[src/rtl/gaussian_frame_ctrl.sv]
// Purpose: frame sequencer for the Gaussian wrapper; streams IMG_W*IMG_H pixels in, flushes with zeros, forwards exactly IMG_W*IMG_H filtered pixels out.
// Latency: zero added latency on both paths (input and output are combinational pass-throughs gated by state).
// Backpressure: input stalls on src_empty / gs_ready; output stalls the wrapper via gs_rd_en_up when snk_full, except while priming outputs are discarded.
//
// Ports: clk/rst (async, active-low), start/busy/frame_done (frame control),
//        src_* (upstream FWFT FIFO), gs_* (Gaussian wrapper in/out), snk_* (sink FIFO).
// Optional: define GAUSS_CTRL_STALL_CNT_EN to add the stall_cycles[31:0] output.
module gaussian_frame_ctrl #(
  parameter int IMG_W = 800,
  parameter int IMG_H = 600,
  parameter int PRIME = 802,
  parameter int CNT_W = 20
) (
  input  logic       clk,
  input  logic       rst,
  input  logic       start,
  output logic       busy,
  output logic       frame_done,
  input  logic       src_empty,
  output logic       src_rd_en,
  input  logic [7:0] src_data,
  output logic       gs_valid,
  output logic [7:0] gs_din,
  input  logic       gs_ready,
  input  logic       gs_valid_out,
  input  logic [7:0] gs_dout,
  output logic       gs_rd_en_up,
  input  logic       snk_full,
  output logic       snk_wr_en,
  output logic [7:0] snk_data
`ifdef GAUSS_CTRL_STALL_CNT_EN
  ,
  output logic [31:0] stall_cycles
`endif
);

  localparam logic [CNT_W-1:0] TOTAL   = CNT_W'(IMG_W * IMG_H);
  localparam logic [CNT_W-1:0] LAST_IN = CNT_W'(IMG_W * IMG_H - 1);
  localparam logic [CNT_W-1:0] PRIME_C = CNT_W'(PRIME);
  localparam logic [CNT_W-1:0] LAST_FL = CNT_W'(PRIME - 1);
  localparam logic [CNT_W-1:0] ONE     = CNT_W'(1);

  typedef enum logic [2:0] {IDLE, STREAM, FLUSH, DRAIN, DONE} state_t;

  state_t           state, state_nxt;
  logic [CNT_W-1:0] in_cnt, out_cnt, disc_cnt, fl_cnt;
  logic             discarding, out_fire, out_write, frame_start;

  // The first PRIME wrapper outputs are line-buffer priming garbage.
  assign discarding  = (disc_cnt < PRIME_C);
  assign frame_start = (state == IDLE) && start;

  always_comb begin
    state_nxt  = state;
    busy       = 1'b0;
    frame_done = 1'b0;
    gs_valid   = 1'b0;
    gs_din     = 8'h00;
    case (state)
      IDLE: begin
        if (start) state_nxt = STREAM;
      end
      STREAM: begin
        busy     = 1'b1;
        gs_valid = !src_empty;
        gs_din   = src_data;
        if (gs_valid && gs_ready && (in_cnt == LAST_IN)) state_nxt = FLUSH;
      end
      FLUSH: begin
        // Zero pixels push the last real lines through the window.
        busy     = 1'b1;
        gs_valid = 1'b1;
        if (gs_ready && (fl_cnt == LAST_FL)) state_nxt = DRAIN;
      end
      DRAIN: begin
        busy = 1'b1;
        if (out_cnt == TOTAL) state_nxt = DONE;
      end
      DONE: begin
        busy       = 1'b1;
        frame_done = 1'b1;
        state_nxt  = IDLE;
      end
      default: state_nxt = IDLE;
    endcase
  end

  assign src_rd_en   = (state == STREAM) && gs_valid && gs_ready;
  // Discards never wait on the sink; real pixels do.
  assign gs_rd_en_up = busy && (!snk_full || discarding);
  assign out_fire    = gs_valid_out && gs_rd_en_up;
  // Anything beyond the exact frame count is accepted and dropped.
  assign out_write   = out_fire && !discarding && (out_cnt < TOTAL);
  assign snk_wr_en   = out_write;
  assign snk_data    = out_write ? gs_dout : 8'h00;

  always_ff @(posedge clk or negedge rst) begin
    if (!rst) begin
      state    <= IDLE;
      in_cnt   <= '0;
      out_cnt  <= '0;
      disc_cnt <= '0;
      fl_cnt   <= '0;
    end else begin
      state <= state_nxt;
      if (frame_start) begin
        in_cnt   <= '0;
        out_cnt  <= '0;
        disc_cnt <= '0;
        fl_cnt   <= '0;
      end else begin
        if (src_rd_en)                  in_cnt   <= in_cnt + ONE;
        if ((state == FLUSH) && gs_ready) fl_cnt <= fl_cnt + ONE;
        if (out_fire && discarding)     disc_cnt <= disc_cnt + ONE;
        if (out_write)                  out_cnt  <= out_cnt + ONE;
      end
    end
  end

`ifdef GAUSS_CTRL_STALL_CNT_EN
  logic stall_now;

  // One count per cycle, whether the input side, the output side, or both stall.
  assign stall_now = (((state == STREAM) || (state == FLUSH)) && !(gs_valid && gs_ready)) ||
                     (busy && gs_valid_out && !gs_rd_en_up);

  always_ff @(posedge clk or negedge rst) begin
    if (!rst) begin
      stall_cycles <= '0;
    end else if (frame_start) begin
      stall_cycles <= '0;
    end else if (stall_now && (stall_cycles != 32'hFFFF_FFFF)) begin
      stall_cycles <= stall_cycles + 32'd1;
    end
  end
`endif

endmodule

[config.mk]
export PLATFORM = sky130hd
export DESIGN_NAME = gaussian_frame_ctrl
export DESIGN_NICKNAME = d
export VERILOG_FILES = /design/src/rtl/gaussian_frame_ctrl.sv
export SDC_FILE = /design/constraint.sdc
export NUM_CORES = 1
export LEC_CHECK = 0
export ABC_AREA = 0
export BUFFER_PORTS_ARGS = -buffer_cell sky130_fd_sc_hd__clkbuf_2
export CAP_MARGIN = 30
export CORE_MARGIN = 2
export CORE_UTILIZATION = 47
export DETAILED_ROUTE_END_ITERATION = 10
export PLACE_DENSITY = 0.65
export SYNTH_ARGS = -nofsm -noshare
export SYNTH_HDL_FRONTEND = slang
export SYNTH_SLANG_ARGS = --single-unit
export TNS_END_PERCENT = 1
[constraint.sdc]
create_clock -name clk -period 3.9 [get_ports clk]
set_clock_uncertainty 0.15 [all_clocks]
set_input_delay 0.585 -clock clk [delete_from_list [all_inputs] [get_ports clk]]
set_output_delay 0.585 -clock clk [all_outputs]
set_load 0.02 [all_outputs]
# [After elaboration in Yosys (flattened, before gate mapping)]
# Cells that the tools add are included.
[classes] addsub=4 n_mul=0 div_mod_pow=0 magnitude_cmp=2 n_eq_ne=11 shifts=0 mux=18 bitwise_logic=0 reduce_logical=23
[op_table] cell="$mux W20" count=8
[op_table] cell="$add A20 B1 Y20 const B" count=4
[op_table] cell="$eq A20 B19 Y1 const B" count=2
[op_table] cell="$eq A20 B10 Y1 const B" count=1
[op_table] cell="$lt A20 B10 Y1 const B" count=1
[op_table] cell="$lt A20 B19 Y1 const B" count=1
[op_table] cell="$mux W8" count=2
[op_table] cell="$logic_and A1 B1 Y1" count=12
[op_table] cell="$mux W3" count=4
[op_table] cell="$pmux W3 S4" count=1
[op_table] cell="$ne A2 B2 Y1 const B" count=4
[op_table] cell="$reduce_bool A2 Y1" count=4
[op_table] cell="$eq A3 B2 Y1 const B" count=2
[op_table] cell="$reduce_and A4 Y1" count=1
[op_table] cell="$reduce_or A4 Y1" count=1
[op_table] cell="$eq A3 B1 Y1 const B" count=1
[op_table] cell="$eq A3 B3 Y1 const B" count=1
[op_table] cell="$logic_not A1 Y1" count=3
[op_table] cell="$logic_not A3 Y1" count=1
[op_table] cell="$mux W1" count=2
[op_table] cell="$pmux W1 S2" count=1
[op_table] cell="$logic_or A1 B1 Y1" count=1
[word_totals] reg_bits=83 latchBits=0 ram_bits=0 rom_bits=0 in_bits=23 output_inout_bits=22 elab_cells=63 mem_count=0

# [Depth between registers and ports, before layout]
[depth] word_depth=9 ltp_mapped=8 ltp_nobuf=7

# [Worst setup path before layout]
# OpenSTA, ideal clock, no wires.
[synth_path] path_kind="reg2out" start="register disc_cnt[2]" end="output gs_rd_en_up" t_arrival_ns=1.952 t_required_ns=3.165 setup_slack_ns=1.213 stages_incl_launch_ff=7 path_buffers=2 path_cell_list="dfrtp_1 -> nor4_1 -> nor2_1 -> clkbuf_1 -> or2_2 -> clkbuf_1 -> a21boi_0"
[synth_between] elab_chain_cells=3
[synth_lines] item="start: declaration" line_no="46" rtl="logic [CNT_W-1:0] in_cnt, out_cnt, disc_cnt, fl_cnt;"
[synth_lines] item="start signal: assignment" line_no="114" rtl="if (out_fire && discarding) disc_cnt <= disc_cnt + ONE;"
[synth_lines] item="$lt A20 B10 Y1" line_no="50" rtl="assign discarding = (disc_cnt < PRIME_C);"
[synth_lines] item="$logic_or A1 B1 Y1" line_no="90" rtl="assign gs_rd_en_up = busy && (!snk_full || discarding);"
[synth_lines] item="$logic_and A1 B1 Y1" line_no="90"
[synth_lines] item="end: declaration" line_no="27" rtl="output logic gs_rd_en_up,"
# No other way between the ends.

# [Final worst setup path]
[layout_path] start="register state[1]" end="output snk_data[4]"
[layout_between] elab_chain_cells=8 word_cells_on_any_way=11 cone_classes="eq/ne: 4; mux: 2; reduce/logical: 5"
[layout_lines] item="start: declaration" line_no="45" rtl="state_t state, state_nxt;"
[layout_lines] item="start signal: assignment" line_no="105" rtl="state <= state_nxt;"
[layout_lines] item="$eq A3 B1 Y1, or another cell as far along" line_no="59" rtl="case (state)"
[layout_lines] item="$reduce_or A4 Y1 (no source line) (*)"
[layout_lines] item="$mux W1 (*)" line_no="59"
[layout_lines] item="$logic_and A1 B1 Y1 (*)" line_no="90"
[layout_lines] item="$logic_and A1 B1 Y1 (*)" line_no="91" rtl="assign out_fire = gs_valid_out && gs_rd_en_up;"
[layout_lines] item="$logic_and A1 B1 Y1 (*) (2 in a row)" line_no="93" rtl="assign out_write = out_fire && !discarding && (out_cnt < TOTAL);"
[layout_lines] item="$mux W8 (*)" line_no="95" rtl="assign snk_data = out_write ? gs_dout : 8'h00;"
[layout_lines] item="end: declaration" line_no="30" rtl="output logic [7:0] snk_data"
# Every way passes the cells marked *; elsewhere a longest branch is shown, timed or not.

==> report_table.html <==
<table>
<tr><th>Metric</th><th>Value</th></tr>
<tr><th colspan="2">Status</th></tr>
<tr><td>Outcome</td><td>finished clean</td></tr>
<tr><th colspan="2">Timing</th></tr>
<tr><td>Final setup viols</td><td>0</td></tr>
<tr><td>Endpoints failing hold</td><td>0</td></tr>
<tr><td>Final max-slew violation count</td><td>0</td></tr>
<tr><td>Transition time at the pin with the least slew margin</td><td>0.960 ns</td></tr>
<tr><td>Max frequency</td><td>332 MHz</td></tr>
<tr><td>Shortest period the worst path allows</td><td>3.01 ns</td></tr>
<tr><td>Max-Slew Margin vs Limit</td><td>36.0%</td></tr>
<tr><td>RSZ-0062 raised after global routing</td><td>no</td></tr>
<tr><td>Final clock period utilization by the worst path</td><td>77.3%</td></tr>
<tr><td>Setup Total Neg Slack</td><td>0 ns</td></tr>
<tr><th colspan="2">Yosys</th></tr>
<tr><td>Post-synth EDFFs</td><td>0</td></tr>
<tr><td>Count of unique library cells instantiated by Yosys</td><td>50</td></tr>
<tr><td>Post-synthesis adder-cell area fraction</td><td>1.67%</td></tr>
<tr><td>Synth Register Bits</td><td>83</td></tr>
<tr><td>Dominant combinational cell family by area after synthesis</td><td>simple AND/OR/NAND/NOR gates</td></tr>
<tr><td>Simple-Gate Fraction of Synth Area</td><td>30.7%</td></tr>
<tr><td>Post-synthesis net count</td><td>513</td></tr>
<tr><td>Multiplexer fraction of the synthesized cell area</td><td>1.11%</td></tr>
<tr><td>Top_reg_cell synth</td><td>dfrtp_1</td></tr>
<tr><td>Post-synthesis compound-gate area fraction</td><td>9.24%</td></tr>
<tr><td>Proportion of register bits with asynchronous set or reset after synthesis</td><td>100%</td></tr>
<tr><td>Post-Syn Area per Cell</td><td>9.29 um^2</td></tr>
<tr><td>Share of the synthesized netlist area taken by xor and xnor gates</td><td>7.99%</td></tr>
<tr><td>Number of synthesis warnings</td><td>0</td></tr>
<tr><td>Share of the yosys chip area belonging to registers</td><td>46.2%</td></tr>
<tr><td>Area of the mapped netlist</td><td>4500 um^2</td></tr>
<tr><td>Synth Instances</td><td>484</td></tr>
<tr><th colspan="2">Detailed routing</th></tr>
<tr><td>DRC</td><td>0</td></tr>
<tr><td>Antenna viol nets, final</td><td>0</td></tr>
<tr><td>WL/cell</td><td>14.9 um</td></tr>
<tr><td>Routed vias/inst</td><td>5.59</td></tr>
<tr><td>WL final</td><td>9.80 mm</td></tr>
<tr><td>Total iterations of the first detailed-routing run</td><td>4</td></tr>
<tr><td>Count of vias placed by the detailed router</td><td>3,675</td></tr>
<tr><td>Number of DRC violations after detailed-routing iteration 0</td><td>166</td></tr>
<tr><th colspan="2">Power and ir drop</th></tr>
<tr><td>Power Internal</td><td>1.49 mW</td></tr>
<tr><td>Switching power as a share of total power</td><td>30.1%</td></tr>
<tr><td>Largest voltage drop on the vdd net</td><td>226 uV</td></tr>
<tr><td>Flop pwr share</td><td>44.3%</td></tr>
<tr><td>Leakage power</td><td>2.22 nW</td></tr>
<tr><td>Clk pwr share</td><td>36.9%</td></tr>
<tr><td>Power per standard cell area</td><td>420 nW/um^2</td></tr>
<tr><td>Net switching power of the design</td><td>642 uW</td></tr>
<tr><td>Logic pwr share</td><td>18.8%</td></tr>
<tr><th colspan="2">Worst setup path</th></tr>
<tr><td>Endpoint of the most critical register-to-register path</td><td>out_cnt[6]</td></tr>
<tr><td>Required time of the critical path</td><td>3.16 ns</td></tr>
<tr><td>Worst path max stage delay</td><td>0.58 ns</td></tr>
<tr><td>Startpoint-to-endpoint class of the critical path</td><td>reg2out</td></tr>
<tr><td>Type of element launching the critical path</td><td>register</td></tr>
<tr><td>Total buffers and inverters traversed by the critical path</td><td>2</td></tr>
<tr><td>Critical Path Fanout Max</td><td>12</td></tr>
<tr><td>Logic depth of the worst register-to-register path</td><td>6</td></tr>
<tr><td>Data arrival at the endpoint of the critical path</td><td>2.28 ns</td></tr>
<tr><td>Slowest cell on the critical path</td><td>dfrtp_1</td></tr>
<tr><td>CP Capture Type</td><td>primary output</td></tr>
<tr><td>Setup slack of the worst register-to-register path</td><td>1.38 ns</td></tr>
<tr><td>CP Cell Sequence</td><td>or3_2 &gt; nand3_4 &gt; a2111oi_1 &gt; buf_4 &gt; and3_1 &gt; clkbuf_2</td></tr>
<tr><td>Crit path max-delay family</td><td>flip-flops</td></tr>
<tr><td>Reg-to-reg startpoint</td><td>state[1]</td></tr>
<tr><th colspan="2">Global routing</th></tr>
<tr><td>Maximum number of pins on one net before global-route repair</td><td>61</td></tr>
<tr><td>GRT Overall Usage</td><td>20.2%</td></tr>
<tr><td>Number of global-route vias before repair</td><td>3,367</td></tr>
<tr><td>Overall overflow remaining after global route</td><td>0</td></tr>
<tr><td>First-pass GRT wire length</td><td>16.5 mm</td></tr>
<tr><td>Initial antenna violation count</td><td>0</td></tr>
<tr><th colspan="2">CTS</th></tr>
<tr><td>Post-CTS setup buffers</td><td>0</td></tr>
<tr><td>Resize count post-CTS</td><td>0</td></tr>
<tr><td>CTS Root Buffer Type</td><td>clkbuf_8</td></tr>
<tr><td>Hold_buf cts</td><td>0</td></tr>
<tr><td>Number of clock sinks</td><td>83</td></tr>
<tr><td>Clk Latency, worst-skew pair</td><td>0.36 ns</td></tr>
<tr><td>Total number of H-tree levels</td><td>3</td></tr>
<tr><td>Number of buffers on the longest clock path</td><td>2</td></tr>
<tr><td>Clock transition at the registers of the reported paths</td><td>0.10 ns</td></tr>
<tr><td>CTS buffer count</td><td>9</td></tr>
<tr><td>Clock tree from TritonCTS</td><td>yes</td></tr>
<tr><th colspan="2">Layout</th></tr>
<tr><td>Number of fillers in the final layout</td><td>828</td></tr>
<tr><td>Area growth from synthesis to layout</td><td>13.2%</td></tr>
<tr><td>Total non-filler cell area in the finished layout</td><td>5090 um^2</td></tr>
<tr><td>Layout cells sized above 1</td><td>14.0%</td></tr>
<tr><td>Final net count</td><td>552</td></tr>
<tr><td>Diode insertion count for antenna repair</td><td>0</td></tr>
<tr><th colspan="2">Placement</th></tr>
<tr><td>Area after detailed placement</td><td>4830 um^2</td></tr>
<tr><td>Sum of net half-perimeters after detailed placement</td><td>6.62 mm</td></tr>
<tr><td>Buffers added on ports</td><td>44</td></tr>
<tr><td>Weighted congestion at the end of routability-driven global placement</td><td>0.883</td></tr>
<tr><th colspan="2">Floorplan</th></tr>
<tr><td>Initial Utilization</td><td>48.7%</td></tr>
<tr><td>Full die area</td><td>10,400 um^2</td></tr>
<tr><td>Die width</td><td>102 um</td></tr>
<tr><td>Placeable core region</td><td>9240 um^2</td></tr>
<tr><td>I/O Pins</td><td>45</td></tr>
<tr><td>Number of placement rows</td><td>35</td></tr>
<tr><td>Die height</td><td>102 um</td></tr>
<tr><th colspan="2">Hold path</th></tr>
<tr><td>Hold crit path type</td><td>in2async</td></tr>
<tr><th colspan="2">Job</th></tr>
<tr><td>Max Cap Viol</td><td>0</td></tr>
</table>
-- state kept, by name, summed over array words and instances (netlist names) --
register,flops
disc_cnt,20
fl_cnt,20
in_cnt,20
out_cnt,20
state,3
-- cells in the mapped netlist, types with 2 or more instances --
cell       instances  area (um^2)
buf_2              3         15.0
nor2_1            60          225
and4_1             6         52.6
buf_1              4         15.0
o21ai_1            3         15.0
and3_1            19          119
nand2b_1           2         12.5
o41ai_1            2         17.5
nand3b_1           2         15.0
xnor2_1           27          236
o2111ai_1          4         35.0
buf_6              2         22.5
nor2b_1            4         25.0
a21boi_0           2         15.0
mux2i_1            5         50.1
nor3b_1            3         22.5
o31ai_1            2         15.0
or3_1             13         81.3
o21ai_0           15         75.1
nand3_1           22          110
xor2_1            14          123
nor4b_1            4         35.0
dfrtp_1           83         2080
a21oi_1           21          105
nor4_1            23          144
nand4_1           17          106
or4_1              2         15.0
ha_1               6         75.1
nor3_1            14         70.1
and2_1            27          169
clkbuf_1          14         52.6
inv_1              7         26.3
o211ai_1           8         60.1
nand2_1           28          105
-- through the flow --
| stage | power (mW) | worst slack [ns] | cells | hold slack, ns | utilization [%] |
|---|---|---|---|---|---|
| final | 2.14 | 0.886 | 657 | 0.146 | 55.1 |
| after detailed placement | 1.37 | 1.30 | 641 | 0.321 | 52.3 |
| after floorplan | 1.23 | 1.21 | 484 | 0.139 | - |
| after global placement | 1.36 | 1.34 | 641 | 0.313 | 52.3 |
| after CTS | 2.15 | 0.888 | 657 | 0.177 | 55.1 |
| after global routing | 2.25 | 0.685 | 657 | 0.205 | 55.1 |
-- how the worst max path moves through the flow --
stage                       from           to  slack [ns]  depth (start not counted)
global route            state[1]  snk_data[2]        0.68                          6
global placement    disc_cnt[10]  gs_rd_en_up        1.34                          6
detailed placement      state[1]  snk_data[4]        1.30                          6
finish                  state[1]  snk_data[4]        0.89                          6
CTS                     state[1]  snk_data[4]        0.89                          6
floorplan            disc_cnt[2]  gs_rd_en_up        1.21                          6
-- layer usage --
metal	vias up	global-route usage [%]	part of all wire, %
li1	1820	-	-
met1	1774	29.6	51
met2	71	30.1	45
met3	10	3.73	2.9
met4	0	7.07	1.4
met5	-	0	0
-- area by class of cell --
cell class / count / area [um^2] / area share, %
Clock inverter: 5 / 108 / 2.11
Multi-Input combinational cell: 370 / 2280 / 44.8
Timing Repair Buffer: 52 / 283 / 5.56
Sequential cell: 83 / 2080 / 40.8
Tap cell: 129 / 161 / 3.17
Clock buffer: 11 / 151 / 2.98
Inverter: 7 / 26.3 / 0.516
-- cell usage in the layout, fill, tap and decap left out, drive strengths merged, types with 8 or more instances in the layout --
master	netlist	routed
or3	14	14
dfrtp	83	83
and3	19	19
o211ai	8	8
a21oi	21	21
nand2	28	28
o21ai	19	19
and2	27	27
buf	10	9
nand4	17	17
xnor2	27	27
xor2	14	14
nor2	60	60
inv	7	8
nor4	23	23
nand3	23	23
nor3	14	14
clkbuf	14	54
-- power groups by stage --
stage	clock network, mW	logic (mW)	registers, mW
CTS	0.802	0.409	0.943
detailed placement	0	0.406	0.961
finish	0.789	0.401	0.945
floorplan	0	0.292	0.939
global placement	0	0.399	0.957
global route	0.845	0.450	0.954
-- cells by family (layout without fill, tap and decap cells) --
family | after synthesis | after routing
xor gates and xnor gates | 41 | 41
buffers and inverters | 31 | 75
AOI/OAI and AO/OA | 65 | 65
muxes | 5 | 5
and+or+nand+nor | 253 | 253
adders and majority gates | 6 | 6
DFF | 83 | 83
Power figures use the tool's default switching activity.
